==> config.mk <==
export PLATFORM = sky130hd
export DESIGN_NAME = inv_freq_meter_flat
export DESIGN_NICKNAME = d
export VERILOG_FILES = /design/src/rtl/inv_freq_meter_pkg.sv /design/src/rtl/inv_freq_meter_if.sv /design/src/rtl/inv_freq_meter_sync_edge_det.sv /design/src/rtl/inv_freq_meter.sv /design/src/flat_wrapper.sv
export SDC_FILE = /design/constraint.sdc
export NUM_CORES = 1
export LEC_CHECK = 0
export ABC_CLOCK_PERIOD_IN_PS = 2250
export CAP_MARGIN = 5
export CELL_PAD_IN_SITES_DETAIL_PLACEMENT = 1
export CELL_PAD_IN_SITES_GLOBAL_PLACEMENT = 1
export CORE_MARGIN = 2
export CORE_UTILIZATION = 44
export CTS_CLUSTER_DIAMETER = 50
export CTS_CLUSTER_SIZE = 40
export DETAILED_ROUTE_END_ITERATION = 8
export HOLD_SLACK_MARGIN = 0.05
export PLACE_DENSITY_LB_ADDON = 0.2
export SLEW_MARGIN = 20
export SYNTH_ARGS = -nofsm -noshare
export SYNTH_HDL_FRONTEND = slang
export SYNTH_HIERARCHICAL = 1
export SYNTH_SLANG_ARGS = --single-unit
export TNS_END_PERCENT = 1
==> constraint.sdc <==
create_clock -name clk -period 2.25 [get_ports clk]
set_input_delay 0.675 -clock clk [delete_from_list [all_inputs] [get_ports clk]]
set_output_delay 0.675 -clock clk [all_outputs]
set_load 0.005 [all_outputs]
==> src/rtl/inv_freq_meter_pkg.sv <==
// inv_meas_pkg: shared types and defaults for the inverter-chain frequency meter.
//   meas_state_e    : measurement FSM state encoding
//   gate_w()        : gate-counter width for a given window length
//   *_DEF           : default parameter values for inv_freq_meter
package inv_meas_pkg;

    localparam int GATE_CYCLES_DEF = 1000;
    localparam int CNT_W_DEF       = 16;
    localparam int SYNC_STAGES_DEF = 2;

    typedef enum logic [1:0] {
        IDLE = 2'd0,
        ARM  = 2'd1,
        MEAS = 2'd2,
        DONE = 2'd3
    } meas_state_e;

    // The gate counter only ever holds GATE_CYCLES-1 down to 0,
    // so clog2(GATE_CYCLES) bits are enough.
    function automatic int gate_w(input int gate_cycles);
        return (gate_cycles < 2) ? 1 : $clog2(gate_cycles);
    endfunction

endpackage

==> src/rtl/inv_freq_meter_if.sv <==
// inv_freq_meter_if: control/result bundle of the frequency meter.
//   start, abort            : requester -> meter
//   busy, valid, count,
//   overflow, stuck         : meter -> requester
// master = requester side, slave = meter side.
interface inv_freq_meter_if #(
    parameter int CNT_W = inv_meas_pkg::CNT_W_DEF
);
    logic             start;
    logic             abort;
    logic             busy;
    logic             valid;
    logic [CNT_W-1:0] count;
    logic             overflow;
    logic             stuck;

    modport master (
        output start, abort,
        input  busy, valid, count, overflow, stuck
    );

    modport slave (
        input  start, abort,
        output busy, valid, count, overflow, stuck
    );
endinterface

==> src/rtl/inv_freq_meter_sync_edge_det.sv <==
// sync_edge_det: brings an asynchronous input into the clk domain and flags
// its rising edges.
//   clk   : system clock
//   rst_n : asynchronous active-low reset, clears the whole chain
//   d     : asynchronous input (inverter-ring output)
//   rise  : one-cycle pulse per synchronized rising edge
module sync_edge_det
    import inv_meas_pkg::*;
#(
    parameter int SYNC_STAGES = SYNC_STAGES_DEF
) (
    input  logic clk,
    input  logic rst_n,
    input  logic d,
    output logic rise
);

    logic [SYNC_STAGES-1:0] sync_q;
    logic                   prev_q;

    always_ff @(posedge clk or negedge rst_n) begin
        if (!rst_n) begin
            sync_q <= '0;
            prev_q <= 1'b0;
        end else begin
            sync_q <= {sync_q[SYNC_STAGES-2:0], d};
            prev_q <= sync_q[SYNC_STAGES-1];
        end
    end

    assign rise = sync_q[SYNC_STAGES-1] & ~prev_q;

endmodule

==> src/rtl/inv_freq_meter.sv <==
// inv_freq_meter: counts rising edges of a free-running inverter-ring output
// over a fixed window of GATE_CYCLES clocks and reports the result with a
// one-cycle valid pulse.
//   clk     : system clock
//   rst_n   : asynchronous active-low reset
//   osc_in  : ring output, asynchronous to clk
//   bus     : start/abort in; busy/valid/count/overflow/stuck out
// Build option: INV_FREQ_METER_STUCK_DETECT_EN enables the zero-edge (stuck)
// flag; without it stuck is tied low.
//
// state | meaning
// IDLE  | waiting for start
// ARM   | clear edge counter, load gate counter (1 cycle)
// MEAS  | count rises until gate counter reaches 0
// DONE  | results visible, valid high (1 cycle)
module inv_freq_meter
    import inv_meas_pkg::*;
#(
    parameter int GATE_CYCLES = GATE_CYCLES_DEF,
    parameter int CNT_W       = CNT_W_DEF,
    parameter int SYNC_STAGES = SYNC_STAGES_DEF
) (
    input  logic               clk,
    input  logic               rst_n,
    input  logic               osc_in,
    inv_freq_meter_if.slave    bus
);

    localparam int                GATE_W    = gate_w(GATE_CYCLES);
    localparam logic [GATE_W-1:0] GATE_LOAD = GATE_W'(GATE_CYCLES - 1);
    localparam logic [CNT_W-1:0]  CNT_MAX   = '1;

    meas_state_e       state_q, state_nxt;
    logic [GATE_W-1:0] gate_q;
    logic [CNT_W-1:0]  edge_q, edge_nxt;
    logic              ovf_q, ovf_nxt;
    logic              rise;
    logic              load_result;
    logic [CNT_W-1:0]  count_q;
    logic              overflow_q;

    sync_edge_det #(
        .SYNC_STAGES (SYNC_STAGES)
    ) u_sync (
        .clk   (clk),
        .rst_n (rst_n),
        .d     (osc_in),
        .rise  (rise)
    );

    always_ff @(posedge clk or negedge rst_n) begin
        if (!rst_n) state_q <= IDLE;
        else        state_q <= state_nxt;
    end

    // abort outranks gate expiry in MEAS; in IDLE only start is looked at.
    always_comb begin
        state_nxt = state_q;
        case (state_q)
            IDLE: if (bus.start) state_nxt = ARM;
            ARM:  state_nxt = bus.abort ? IDLE : MEAS;
            MEAS: begin
                if (bus.abort)          state_nxt = IDLE;
                else if (gate_q == '0)  state_nxt = DONE;
            end
            DONE: state_nxt = IDLE;
            default: state_nxt = IDLE;
        endcase
    end

    always_comb begin
        bus.busy  = (state_q == ARM) || (state_q == MEAS);
        bus.valid = (state_q == DONE);
    end

    // Saturating edge count; a rise that finds the counter full marks overflow.
    always_comb begin
        edge_nxt = edge_q;
        ovf_nxt  = ovf_q;
        if ((state_q == MEAS) && rise) begin
            if (edge_q == CNT_MAX) ovf_nxt  = 1'b1;
            else                   edge_nxt = edge_q + 1'b1;
        end
    end

    always_ff @(posedge clk or negedge rst_n) begin
        if (!rst_n) begin
            gate_q <= '0;
            edge_q <= '0;
            ovf_q  <= 1'b0;
        end else begin
            case (state_q)
                ARM: begin
                    gate_q <= GATE_LOAD;
                    edge_q <= '0;
                    ovf_q  <= 1'b0;
                end
                MEAS: begin
                    if (gate_q != '0) gate_q <= gate_q - 1'b1;
                    edge_q <= edge_nxt;
                    ovf_q  <= ovf_nxt;
                end
                default: ;
            endcase
        end
    end

    // Results are captured on the edge that enters DONE so they line up with
    // valid; the rise seen in the final MEAS cycle is included via edge_nxt.
    assign load_result = (state_q == MEAS) && (state_nxt == DONE);

    always_ff @(posedge clk or negedge rst_n) begin
        if (!rst_n) begin
            count_q    <= '0;
            overflow_q <= 1'b0;
        end else if (load_result) begin
            count_q    <= edge_nxt;
            overflow_q <= ovf_nxt;
        end
    end

    assign bus.count    = count_q;
    assign bus.overflow = overflow_q;

`ifdef INV_FREQ_METER_STUCK_DETECT_EN
    logic stuck_q;

    always_ff @(posedge clk or negedge rst_n) begin
        if (!rst_n)           stuck_q <= 1'b0;
        else if (load_result) stuck_q <= (edge_nxt == '0);
    end

    assign bus.stuck = stuck_q;
`else
    assign bus.stuck = 1'b0;
`endif

endmodule

==> src/flat_wrapper.sv <==
// flat-port wrapper written by rule: the top's interface ports become plain ports
module inv_freq_meter_flat import inv_meas_pkg::*;
#(
    parameter int GATE_CYCLES = GATE_CYCLES_DEF,
    parameter int CNT_W       = CNT_W_DEF,
    parameter int SYNC_STAGES = SYNC_STAGES_DEF
)
  (clk, rst_n, osc_in, bus_start, bus_abort, bus_busy, bus_valid, bus_count, bus_overflow, bus_stuck);
  inv_freq_meter_if #(.CNT_W(CNT_W)) bus_i ();
  input  logic clk;
  input  logic rst_n;
  input  logic osc_in;
  input wire logic [$bits(bus_i.start)-1:0] bus_start;
  input wire logic [$bits(bus_i.abort)-1:0] bus_abort;
  output wire logic [$bits(bus_i.busy)-1:0] bus_busy;
  output wire logic [$bits(bus_i.valid)-1:0] bus_valid;
  output wire logic [$bits(bus_i.count)-1:0] bus_count;
  output wire logic [$bits(bus_i.overflow)-1:0] bus_overflow;
  output wire logic [$bits(bus_i.stuck)-1:0] bus_stuck;
  assign bus_i.start = bus_start;
  assign bus_i.abort = bus_abort;
  assign bus_busy = bus_i.busy;
  assign bus_valid = bus_i.valid;
  assign bus_count = bus_i.count;
  assign bus_overflow = bus_i.overflow;
  assign bus_stuck = bus_i.stuck;
  inv_freq_meter #(.GATE_CYCLES(GATE_CYCLES), .CNT_W(CNT_W), .SYNC_STAGES(SYNC_STAGES)) u_core (.clk(clk), .rst_n(rst_n), .osc_in(osc_in), .bus(bus_i));
endmodule
==> run summary <==
SETUP PATH
----------------------------------------------------------------------------------------------------
Maximum single-stage delay on the critical path                                              0.44 ns
Worst reg-to-reg setup slack                                                                 0.16 ns
Startpoint-to-endpoint class of the critical path                                       flop to primary output
Critical path endpoint category                                                         primary output
Critical Path Sink                                                                         bus_valid
WP data arrival                                                                              1.49 ns
Reg2reg start                                                                           u_core/gate_q[1]
Required time reported for the critical path endpoint                                        1.57 ns
Critical register-to-register path endpoint                                             u_core/bus.count[5]
Worst path depth                                                                                   3
Buffers & Inverters on Critical Path                                                               2
Startpoint type of the worst setup path                                                         flop
Critical Path Source                                                                    u_core/state_q[0]
Cell with the biggest individual delay on the critical path                             clkdlybuf4s50_1
Number of cell instances on the worst register-to-register path                                    8
Crit-path cells                                                                         buf_4, ha_1, clkdlybuf4s50_1
Top Family by Delay on Critical Path                                                    buffers and inverters
Top fanout value on the critical path                                                              3

ROUTE
----------------------------------------------------------------------------------------------------
Vias after detailed routing                                                                    2,461
Number of nets with antenna violations after detailed routing                                      0
Post-route DRC violation count                                                                     0
Ratio of routed vias to standard cells                                                         5.874
Total Routed Length                                                                          7379 um
Routed wirelength normalized by instance count                                              17.61 um
DRC marker count from the first detailed-route iteration                                          74
Detailed Routing Iterations Pass 1                                                                 4

TIMING
----------------------------------------------------------------------------------------------------
Slew margin rel.                                                                              65.94%
Final hold violation count                                                                         0
Unrepaired setup endpoints after global routing                                                false
Final WS setup                                                                            0.08954 ns
Slew at the pin closest to its max-slew limit                                              0.5109 ns
Tcrit/Tclk final                                                                              96.02%
Final-report setup violation count                                                                 0
Post-route minimum period                                                                   2.160 ns
Max Transition Viols Final                                                                         0
Setup clock skew after layout                                                             0.01042 ns
Achievable Freq                                                                            462.9 MHz

CELLS AND AREA
----------------------------------------------------------------------------------------------------
Fillers                                                                                          689
Fraction of final layout cells sized beyond drive strength 1                                  16.57%
Total number of nets in the final design                                                         354
Number of antenna cells inserted                                                                   0
Area Growth Syn to Fin                                                                        23.25%

PLACED DESIGN
----------------------------------------------------------------------------------------------------
Quantity of I/O buffers inserted on ports                                                         23
Worst-case setup slack after placement                                                    -0.5512 ns
Placed wire-length estimate                                                                  5305 um
Last weighted congestion value of the routability-driven placer                               0.7997

POWER
----------------------------------------------------------------------------------------------------
Power density over cell area                                                            740.9 nW/um^2
Power Internal                                                                              1.685 mW
Part of the power in registers                                                                 38.1%
Switching share of power                                                                      33.70%
Power share of the combinational group                                                         35.7%
LEAKAGE                                                                                     1.362 nW
Maximum ir drop on the vdd rail                                                             662.7 uV
Net switching power of the design                                                          0.8563 mW
Power after layout                                                                          2.541 mW
Clock power frac                                                                               26.2%

CLOCK NETWORK
----------------------------------------------------------------------------------------------------
Count of hold buffers inserted by post-cts repair                                                  0
TritonCTS clock tree                                                                             yes
Clock insertion delay at the later pin of the skew report                                    0.31 ns
Buffer depth of the longest clock path                                                             2
Number of H-tree branching levels                                                                  2
Clock-pin slew reported for the worst setup and hold paths after clock tree synthesis        0.09 ns
CTS root buf                                                                                clkbuf_8
Number of CTS-inserted buffers                                                                     5
Clock sinks                                                                                       49

GRT
----------------------------------------------------------------------------------------------------
Initial antenna violation count                                                                    0
Global-route wire length before repair                                                     12,520 um
Via count of the first global-routing pass                                                     2,507
GR Util All Layers                                                                            22.16%
Pin count of the biggest net entering global routing                                              33
Sum of overflow across all layers after global routing                                             0

JOB
----------------------------------------------------------------------------------------------------
Number of max-cap violations                                                                       0

FLOORPLANNING
----------------------------------------------------------------------------------------------------
Count of pins on the block boundary                                                               25
Area of the die                                                                           6976 sq um
Cell row count                                                                                    28
Starting utilization of the core area                                                         46.18%
Die outline width                                                                           83.53 um
Core outline area                                                                         6026 sq um
Die height                                                                                  83.53 um

RUN STATUS
----------------------------------------------------------------------------------------------------
Result of the run                                                                       complete, no violations

YOSYS
----------------------------------------------------------------------------------------------------
Top FF cell, synth                                                                           dfrtp_1
Number of enable flip-flop cells after synthesis                                                   0
Biggest area consumer among synthesized cells                                                dfrtp_1
Share of synthesized registers carrying an async set or reset                                 100.0%
YS warnings                                                                                        6
Share of the synthesized area in the top cell type                                            44.06%
Top cells by instance count after synthesis                                             dfrtp_1 (49), nand2_1 (28), o21ai_0 (21)
Ranking of synthesized cells by area                                                    dfrtp_1 (44%), nand2_1 (3.8%), o21ai_0 (3.8%)
Synthesized area per cell                                                                9.245 sq um
Total of flip-flops plus latches after synthesis                                                  49
Total standard cell area after synthesis                                                  2783 sq um
Count of mapped cells out of synthesis                                                           301
Mapped Nets                                                                                      312
Number of distinct standard cells referenced by the synthesized netlist                           60
Most instantiated library cell after synthesis                                               dfrtp_1
Sequential share of the synthesized area                                                      44.06%

MIN PATH
----------------------------------------------------------------------------------------------------
Min-delay worst type                                                                    input port to asynchronous set/reset pin

==> timing repair <==
action / CTS / global route
resized for setup: 4 / 13
endpoints found under the setup margin: 18 / 28
pin swaps: 1 / 1
gates cloned: 1 / 0
buffers inserted: 4 / 0
==> worst min-delay path by stage <==
stage	start	slack [ns]	cells after the start	to
after CTS	rst_n	0.35	1	u_core/bus.count[7]
final	rst_n	0.32	1	u_core/bus.count[7]
after detailed placement	u_core/u_sync/sync_q[0]	0.34	0	u_core/u_sync/sync_q[1]
after floorplan	u_core/u_sync/sync_q[0]	0.33	0	u_core/u_sync/sync_q[1]
after global placement	u_core/u_sync/sync_q[0]	0.33	0	u_core/u_sync/sync_q[1]
after global routing	rst_n	0.37	1	u_core/bus.count[8]
==> per-layer routing <==
layer | vias up | share of wire, % | global-route usage [%]
met5 | - | 0 | 0
met4 | 0 | 1.3 | 5.132
met3 | 10 | 3.3 | 3.561
met2 | 45 | 52 | 39.44
met1 | 1237 | 43 | 28.35
li1 | 1169 | - | -
==> flip-flops by register name, summed over array words and instances, names as in the netlist <==
register	flops
u_core/edge_q	16
u_core/u_sync/prev_q	1
u_core/bus.count	16
u_core/u_sync/sync_q	2
u_core/ovf_q	1
u_core/bus.overflow	1
u_core/gate_q	10
u_core/state_q	2
==> stage by stage <==
step	utilization [%]	setup TNS (ns)	hold slack, ns	area, sq um	cells
after floorplan	-	0	0.3312	2783	301
after global placement	53.47	-7.355	0.3319	3222	406
after detailed placement	53.47	-8.444	0.3395	3222	406
after CTS	56.46	0	0.3469	3402	419
after global routing	56.91	0	0.3664	3430	419
final	56.91	0	0.3234	3430	419
==> kinds of logic after synthesis <==
family | share of synthesized area [%]
adder cells (fa/ha/maj) | 2.698
other | 0.1348
AND/OR/NAND/NOR | 24.87
flip-flops | 44.06
multiplexers | 2.878
buffers and inverters | 5.485
AO/OA/AOI/OAI | 16.41
XOR/XNOR | 3.462
==> worst register-to-register path, stage by stage, from the launching register on <==
cell and delay, ns:
dfrtp_1 0.40, inv_1 0.09, ha_1 0.18, or4b_4 0.50, nor4_4 0.25, buf_4 0.17, a21oi_2 0.08, nor3_2 0.22
a21oi_1 0.07
==> cell usage in the layout, fill, tap and decap left out, drive strengths merged, types with 4 or more instances in the layout <==
cell           instances
a21oi                 14
buf                   29
o21ai                 22
clkbuf                 7
nor3                  12
ha                     6
nor2b                  6
inv                   18
mux2i                  8
dfrtp                 49
nand3                 14
nand2b                 7
xor2                   4
xnor2                  7
clkdlybuf4s50         21
nand4                  8
nor2                  18
nor4                   7
o311ai                 4
o31ai                  8
o22ai                  7
nand2                 28
==> power groups by stage <==
stage | combinational [mW] | clock (mW) | sequential [mW]
after detailed placement | 0.822 | 0 | 0.987
after floorplan | 0.460 | 0 | 0.985
after global placement | 0.776 | 0 | 0.986
after CTS | 0.894 | 0.679 | 0.964
after global routing | 1.01 | 0.708 | 0.975
final | 0.908 | 0.665 | 0.968
==> area by class of cell <==
| class | instances | area (sq um) | share of cell area, % |
|---|---|---|---|
| sequential | 49 | 1226 | 35.75 |
| tap | 75 | 93.84 | 2.736 |
| clock inverter | 1 | 30.03 | 0.8756 |
| inverter | 18 | 67.56 | 1.970 |
| clock buffer | 7 | 86.33 | 2.517 |
| multi-input combinational | 218 | 1459 | 42.54 |
| timing repair buffer | 51 | 466.7 | 13.61 |
No activity file was read; power rests on OpenSTA's default activity.
==> variant 1 (same flow settings) <==
Change the package constant `CNT_W_DEF` from 16 to 14.
--- a/src/rtl/inv_freq_meter_pkg.sv
+++ b/src/rtl/inv_freq_meter_pkg.sv
@@ -5,7 +5,7 @@
 package inv_meas_pkg;
 
     localparam int GATE_CYCLES_DEF = 1000;
-    localparam int CNT_W_DEF       = 16;
+    localparam int CNT_W_DEF       = 14;
     localparam int SYNC_STAGES_DEF = 2;
 
     typedef enum logic [1:0] {
Interface: changed (resized bus_count); port bits go from 25 to 23. No check against the original RTL was run, so the function may have changed too.
==> variant 1 against the unedited design <==
  * Area after synthesis is 11% lower
  * Final area is 15% lower
  * Sequential cell count is 4 lower
  * Largest power group unchanged
  * Wire length is 23% lower
  * Utilization is 3.5 points lower
  * Power is 18% lower
  * Critical path depth stayed put
  * Sequential power is 9.2% lower
  * Hold slack better by 0.0046 ns
  * Setup slack worse by 0.045 ns
==> variant 1: results (changes against the unedited design) <==
Placement:
- The number of buffers added on ports is 21 (-8.7%).
- The number of placed instances, taps included is 347 (-15%).
- The post-DP HPWL is 3.98 mm (-25%).
- The placed instance area is 0.00282 mm^2 (-13%).
- The placer congestion estimate is 0.784 (-2.0%).

GRT:
- The number of global-route vias before repair is 2142 (-15%).
- The first-pass GRT wire length was 10.0 mm (-20%).
- The overall routing resource usage is 0.205 (-0.0171).
- The number of antenna violations at the first check in global routing is 0 (unchanged).
- The largest net degree at the start of global routing was 29 (-12%).

Yosys:
- The number of nets produced by synthesis came to 266 (-15%).
- The warning count from the yosys run is 6 (unchanged).
- The dominant synthesized flop cell is sky130_fd_sc_hd__dfrtp_1.
- The post-synthesis async set-or-reset flop share is 1.00 (unchanged).
- The synthesized instance count is 255 (-15%).
- Sorting the synthesized cells by how often they occur yields 45 x sky130_fd_sc_hd__dfrtp_1, 29 x sky130_fd_sc_hd__nand2_1, 25 x sky130_fd_sc_hd__o21ai_0, 16 x sky130_fd_sc_hd__nand3_1, 15 x sky130_fd_sc_hd__nor2_1.
- The sequential cell area fraction in the yosys report is 0.457 (+0.0164).
- The number of unique standard cell types used by synthesis is 59 (-1.7%).
- Yosys attributes the largest share of cell area to sky130_fd_sc_hd__dfrtp_1 46%, sky130_fd_sc_hd__o21ai_0 5.1%, sky130_fd_sc_hd__nand2_1 4.4%.

Setup path:
- The largest fanout of any net on the critical path came to 3 (unchanged).
- The worst stage delay on the critical path is 0.50 ns (+0.06 ns).
- The slowest stage of the critical path belongs to the cell sky130_fd_sc_hd__clkdlybuf4s50_1.
- Broken down by cell family, the worst path's largest delay share belongs to buffers and inverters.
- The critical path data arrival time is 1.53 ns (+0.04 ns).

Clock tree:
- The clock-pin slew on the worst setup and hold paths was 0.09 ns (about the same).
- The total CTS buffers was 5 (unchanged).
- The depth of the CTS H-tree is 2 (unchanged).
- The post-CTS setup buffer count is 1 (-3).
- The clock reaches the later pin of the worst-skew pair after 0.30 ns.
- The number of gates given a new drive strength after cts is 0 (-4).
- The root buffer selected by CTS is sky130_fd_sc_hd__clkbuf_8.
- The maximum buffer depth of the clock tree is 2 (unchanged).

Power and ir drop:
- The static power due to leakage was 1.14 nW (-16%).
- The peak ir drop on the vdd network was 0.503 mV (-24%).

Drt:
- The post-detailed-route wirelength per cell was 15.9 um (-9.7%).
- The violation count after the first detailed-routing iteration is 108 (+46%).
- The first-pass iteration count of the detailed router is 4 (unchanged).
- The routed via count divided by cell count came to 5.68 (-3.3%).

Finish:
- The number of nets in the layout came to 294 (-17%).
- The fraction of layout cells with a size suffix above 1 is 0.134 (-0.0319).
- The post-layout instance count excluding filler cells is 356 (-15%).
- The antenna diode count is 0 (unchanged).

Outcome:
- The flow ran to the end, and the final reports show no timing, DRC or antenna violations.

Timing:
- The maximum clock skew at final layout came to 0.00861 ns (-0.00181 ns).
- The measured slew at the worst slew-check pin is 0.514 ns (+0.00326 ns).
## variant 1: cell types whose count changed after synthesis, moves of 5 or more
cell	unedited run	this run
sky130_fd_sc_hd__nand2b_1	7	1
sky130_fd_sc_hd__o31ai_1	7	0
sky130_fd_sc_hd__buf_2	7	1
sky130_fd_sc_hd__o22ai_1	7	0
sky130_fd_sc_hd__o2bb2ai_1	0	5
sky130_fd_sc_hd__nor3_1	11	3
sky130_fd_sc_hd__inv_1	18	9
## variant 1: worst paths after layout
| kind | slack (ns) | endpoint | cells after the start | startpoint |
|---|---|---|---|---|
| min | 0.33 | u_core/bus.count[4]$_DFFE_PN0P_ | 1 | rst_n |
| max in group asynchronous | 1.40 | u_core/edge_q[1]$_DFFE_PN0P_ | 2 | rst_n |
| min in group clk | 0.35 | u_core/u_sync/sync_q[1]$_DFF_PN0_ | 0 | u_core/u_sync/sync_q[0]$_DFF_PN0_ |
| min reg2reg | 0.35 | u_core/u_sync/sync_q[1]$_DFF_PN0_ | 0 | u_core/u_sync/sync_q[0]$_DFF_PN0_ |
| max reg2reg | 0.22 | u_core/bus.count[8]$_DFFE_PN0P_ | 8 | u_core/state_q[0]$_DFF_PN0_ |
| max | 0.04 | bus_busy | 3 | u_core/state_q[1]$_DFF_PN0_ |
## variant 1: cells by family (layout without fill, tap and decap cells)
group | after synthesis | count (layout) | share of synthesized area
adders and majority gates | 6 | 6 | 0.0305
DFF | 45 | 45 | 0.457
muxes | 6 | 6 | 0.0244
AOI/OAI and AO/OA | 66 | 66 | 0.183
other | 1 | 1 | 0.00152
and+or+nand+nor | 97 | 97 | 0.220
xor gates and xnor gates | 12 | 12 | 0.0427
buffers and inverters | 22 | 51 | 0.0406
## variant 1: cell type report
cell class | instances | area [um^2]
well taps | 72 | 90.1
inverters | 10 | 37.5
flip-flops and latches | 45 | 1130
multi-input cells | 188 | 1240
clock buffers | 7 | 96.3
fillers | 642 | 2550
clock inverters | 1 | 5.00
repair buffers | 33 | 333
## variant 1: report_power, final
group / internal (W) / switching, W
registers: 0.000845 / 0.0000341
logic: 0.000230 / 0.000421
clock network: 0.000278 / 0.000274
total: 0.00135 / 0.000729
## variant 1: stage by stage
step	setup WS, ns	util	total power, W
3_5_place_dp	-0.190	0.515	0.00153
6_report	0.0448	0.535	0.00208
3_3_place_gp	-0.115	0.515	0.00152
5_1_grt	-0.0282	0.535	0.00222
2_1_floorplan	0.260	-	0.00126
4_1_cts	0.0300	0.535	0.00211
## variant 1: layer usage
layer | global-route usage | share of wire
met3 | 0.0375 | 0.023
met1 | 0.251 | 0.46
met2 | 0.356 | 0.50
met5 | 0 | 0
met4 | 0.0828 | 0.018
==> variant 2 (same flow settings) <==
Without the edit above. Add an input register stage for `osc_in`, cleared by the reset; this delays it by one clock. The other inputs are not delayed to match.
--- a/src/rtl/inv_freq_meter.sv
+++ b/src/rtl/inv_freq_meter.sv
@@ -30,6 +30,16 @@
     localparam logic [GATE_W-1:0] GATE_LOAD = GATE_W'(GATE_CYCLES - 1);
     localparam logic [CNT_W-1:0]  CNT_MAX   = '1;
 
+    logic osc_q;
+
+    always_ff @(posedge clk or negedge rst_n) begin
+        if (!rst_n) begin
+            osc_q <= '0;
+        end else begin
+            osc_q <= osc_in;
+        end
+    end
+
     meas_state_e       state_q, state_nxt;
     logic [GATE_W-1:0] gate_q;
     logic [CNT_W-1:0]  edge_q, edge_nxt;
@@ -44,7 +54,7 @@
     ) u_sync (
         .clk   (clk),
         .rst_n (rst_n),
-        .d     (osc_in),
+        .d     (osc_q),
         .rise  (rise)
     );
 
Formal check against the unedited RTL: no difference found for any inputs over 10 cycles, from zero or initial values and one cycle with rst_n low; that may be too few to reach the edited logic, so the function may still have changed.
==> variant 2 against the unedited design <==
  * Global-route usage down 2.5 points
  * First-iteration DRC count is 86% higher
  * Count of clock-buffer cells in the layout is the same
  * Setup slack got worse by 0.013 ns
  * Via count fell by 15%
  * Critical path depth unchanged
  * Sequential cell count is 1 higher
  * Wire length fell by 20%
  * Sequential power is 1% higher
  * Area after synthesis fell by 2.7%
  * Final area shrank 5.4%
  * Power decreased by 10%
  * Hold slack lost 0.014 ns
==> variant 2: results (changes against the unedited design) <==
Timing:
- The maximum clock skew at final layout is 0.00408 ns (-0.00634 ns).

Outcome:
- The flow ran to the end, and the final reports show no timing, DRC or antenna violations.

GRT:
- The overall routing resource usage is 0.196 (-0.0253).
- The met3 track demand over resource was 0.0370 (+0.00135).
- The met1 global-route usage is 0.252 (-0.0318).
- The number of global-route vias before repair came to 2193 (-13%).
- The largest net degree at the start of global routing was 33 (unchanged).
- The first-pass GRT wire length is 10.3 mm (-18%).
- The number of antenna violations at the first check in global routing came to 0 (unchanged).
- The met2 demand-to-capacity share in global routing was 0.335 (-0.0598).

Yosys:
- The number of nets produced by synthesis is 288 (-7.7%).
- The warning count from the yosys run was 6 (unchanged).
- The post-synthesis share of cell area spent on full adders, half adders and majority gates is 0.0277 (+0.000761).
- The post-synthesis async set-or-reset flop share is 1.00 (unchanged).
- The xor-xnor portion of the synthesized cell area is 0.0550 (+0.0204).
- The compound-gate portion of the synthesized area is 0.146 (-0.0180).
- The dominant synthesized flop cell is sky130_fd_sc_hd__dfrtp_1.
- By area the synthesized netlist is led by sky130_fd_sc_hd__dfrtp_1 46%, sky130_fd_sc_hd__nand2_1 3.9%, sky130_fd_sc_hd__a311o_1 3.3%.
- The multiplexer fraction of the synthesized cell area is 0.0111 (-0.0177).
- The sequential cell area fraction in the yosys report was 0.462 (+0.0217).
- The number of unique standard cell types used by synthesis was 48 (-20%).
- Sorting the synthesized cells by how often they occur yields 50 x sky130_fd_sc_hd__dfrtp_1, 28 x sky130_fd_sc_hd__nand2_1, 16 x sky130_fd_sc_hd__o21ai_1, 15 x sky130_fd_sc_hd__nor3_1, 14 x sky130_fd_sc_hd__nor2b_1.

Drt:
- The first-pass iteration count of the detailed router is 4 (unchanged).
- The number of nets with antenna violations after detailed routing was 0 (unchanged).
- The violation count after the first detailed-routing iteration is 138 (+86%).
- The post-detailed-route wirelength per cell is 15.3 um (-13%).
- The total vias in the final route was 2099 (-15%).

Power and ir drop:
- The static power due to leakage is 1.30 nW (-4.9%).
- The peak ir drop on the vdd network was 0.697 mV (+5.2%).

Setup path:
- The worst reg2reg path startpoint is u_core/state_q[1]$_DFF_PN0_.
- The startpoint class of the critical path is a flop.
- The endpoint of the most critical register-to-register path is u_core/bus.count[10]$_DFFE_PN0P_.
- The worst register-to-register path has a setup slack of 0.15 ns.
- The largest fanout of any net on the critical path came to 4 (+1).
- The critical path data arrival time is 1.50 ns.
- The path depth of the worst reg2reg path is 10 (+2).

Finish:
- The fraction of layout cells with a size suffix above 1 is 0.167 (+0.000969).
- The number of nets in the layout came to 322 (-9.0%).
- The antenna diode count was 0 (unchanged).

Placement:
- The placer congestion estimate was 0.793 (-0.79%).
- The number of buffers added on ports was 23 (unchanged).
- The post-DP HPWL was 4.28 mm (-19%).

Worst hold path:
- The path class of the tightest hold or removal check is in2async.

Clock tree:
- For the worst-skew pair, the clock arrives at the later sink with an insertion delay of 0.30 ns.
- The depth of the CTS H-tree is 2 (unchanged).
- The maximum buffer depth of the clock tree is 2 (unchanged).
-- variant 2: through the flow --
stage | instance area, um^2 | hold WS [ns] | instances | setup slack [ns]
after global placement | 3130 | 0.333 | 378 | -0.341
final | 3240 | 0.310 | 387 | 0.0770
after CTS | 3230 | 0.324 | 386 | 0.0353
after floorplan | 2710 | 0.331 | 277 | 0.222
after detailed placement | 3130 | 0.348 | 378 | -0.409
after global routing | 3240 | 0.337 | 387 | 0.000936
-- variant 2: worst max-delay path, cell delays in order, from the launching register on --
cell and delay, ns:
sky130_fd_sc_hd__dfrtp_1 0.44, sky130_fd_sc_hd__buf_4 0.15, sky130_fd_sc_hd__ha_1 0.17, sky130_fd_sc_hd__clkdlybuf4s50_1 0.44
-- variant 2: area by class of cell --
class                           instances  area, um^2
Inverter                               11        41.3
Sequential cell                        50        1250
Clock buffer                            7        86.3
Fill cell                             664        2680
Multi-Input combinational cell        201        1360
Timing Repair Buffer                   42         407
Tap cell                               75        93.8
Clock inverter                          1        5.00
-- variant 2: routing by layer --
layer,share of wire,wire (um),up-vias
li1,-,-,1046
met1,0.46,2730,1016
met2,0.50,2960,28
met3,0.022,132,9
met4,0.015,89,0
met5,0,0,-
-- variant 2: repair_timing --
| item | in CTS | in global routing |
|---|---|---|
| hold endpoints to repair | 0 | 0 |
| setup buffers | 0 | 1 |
| pin swaps | 0 | 3 |
| resized for setup | 4 | 3 |
| endpoints found under the setup margin | 12 | 12 |
-- variant 2: where the power goes --
group          switching, W  internal [W]
combinational      0.000461      0.000293
clock              0.000297      0.000249
sequential        0.0000370      0.000943
total              0.000795       0.00149
-- variant 2: logic make-up after synthesis --
family	Yosys count
other cells	1
fa+ha+maj	6
xor+xnor	17
buf+inv	26
flops	50
simple gates	116
mux	3
compound gates	58
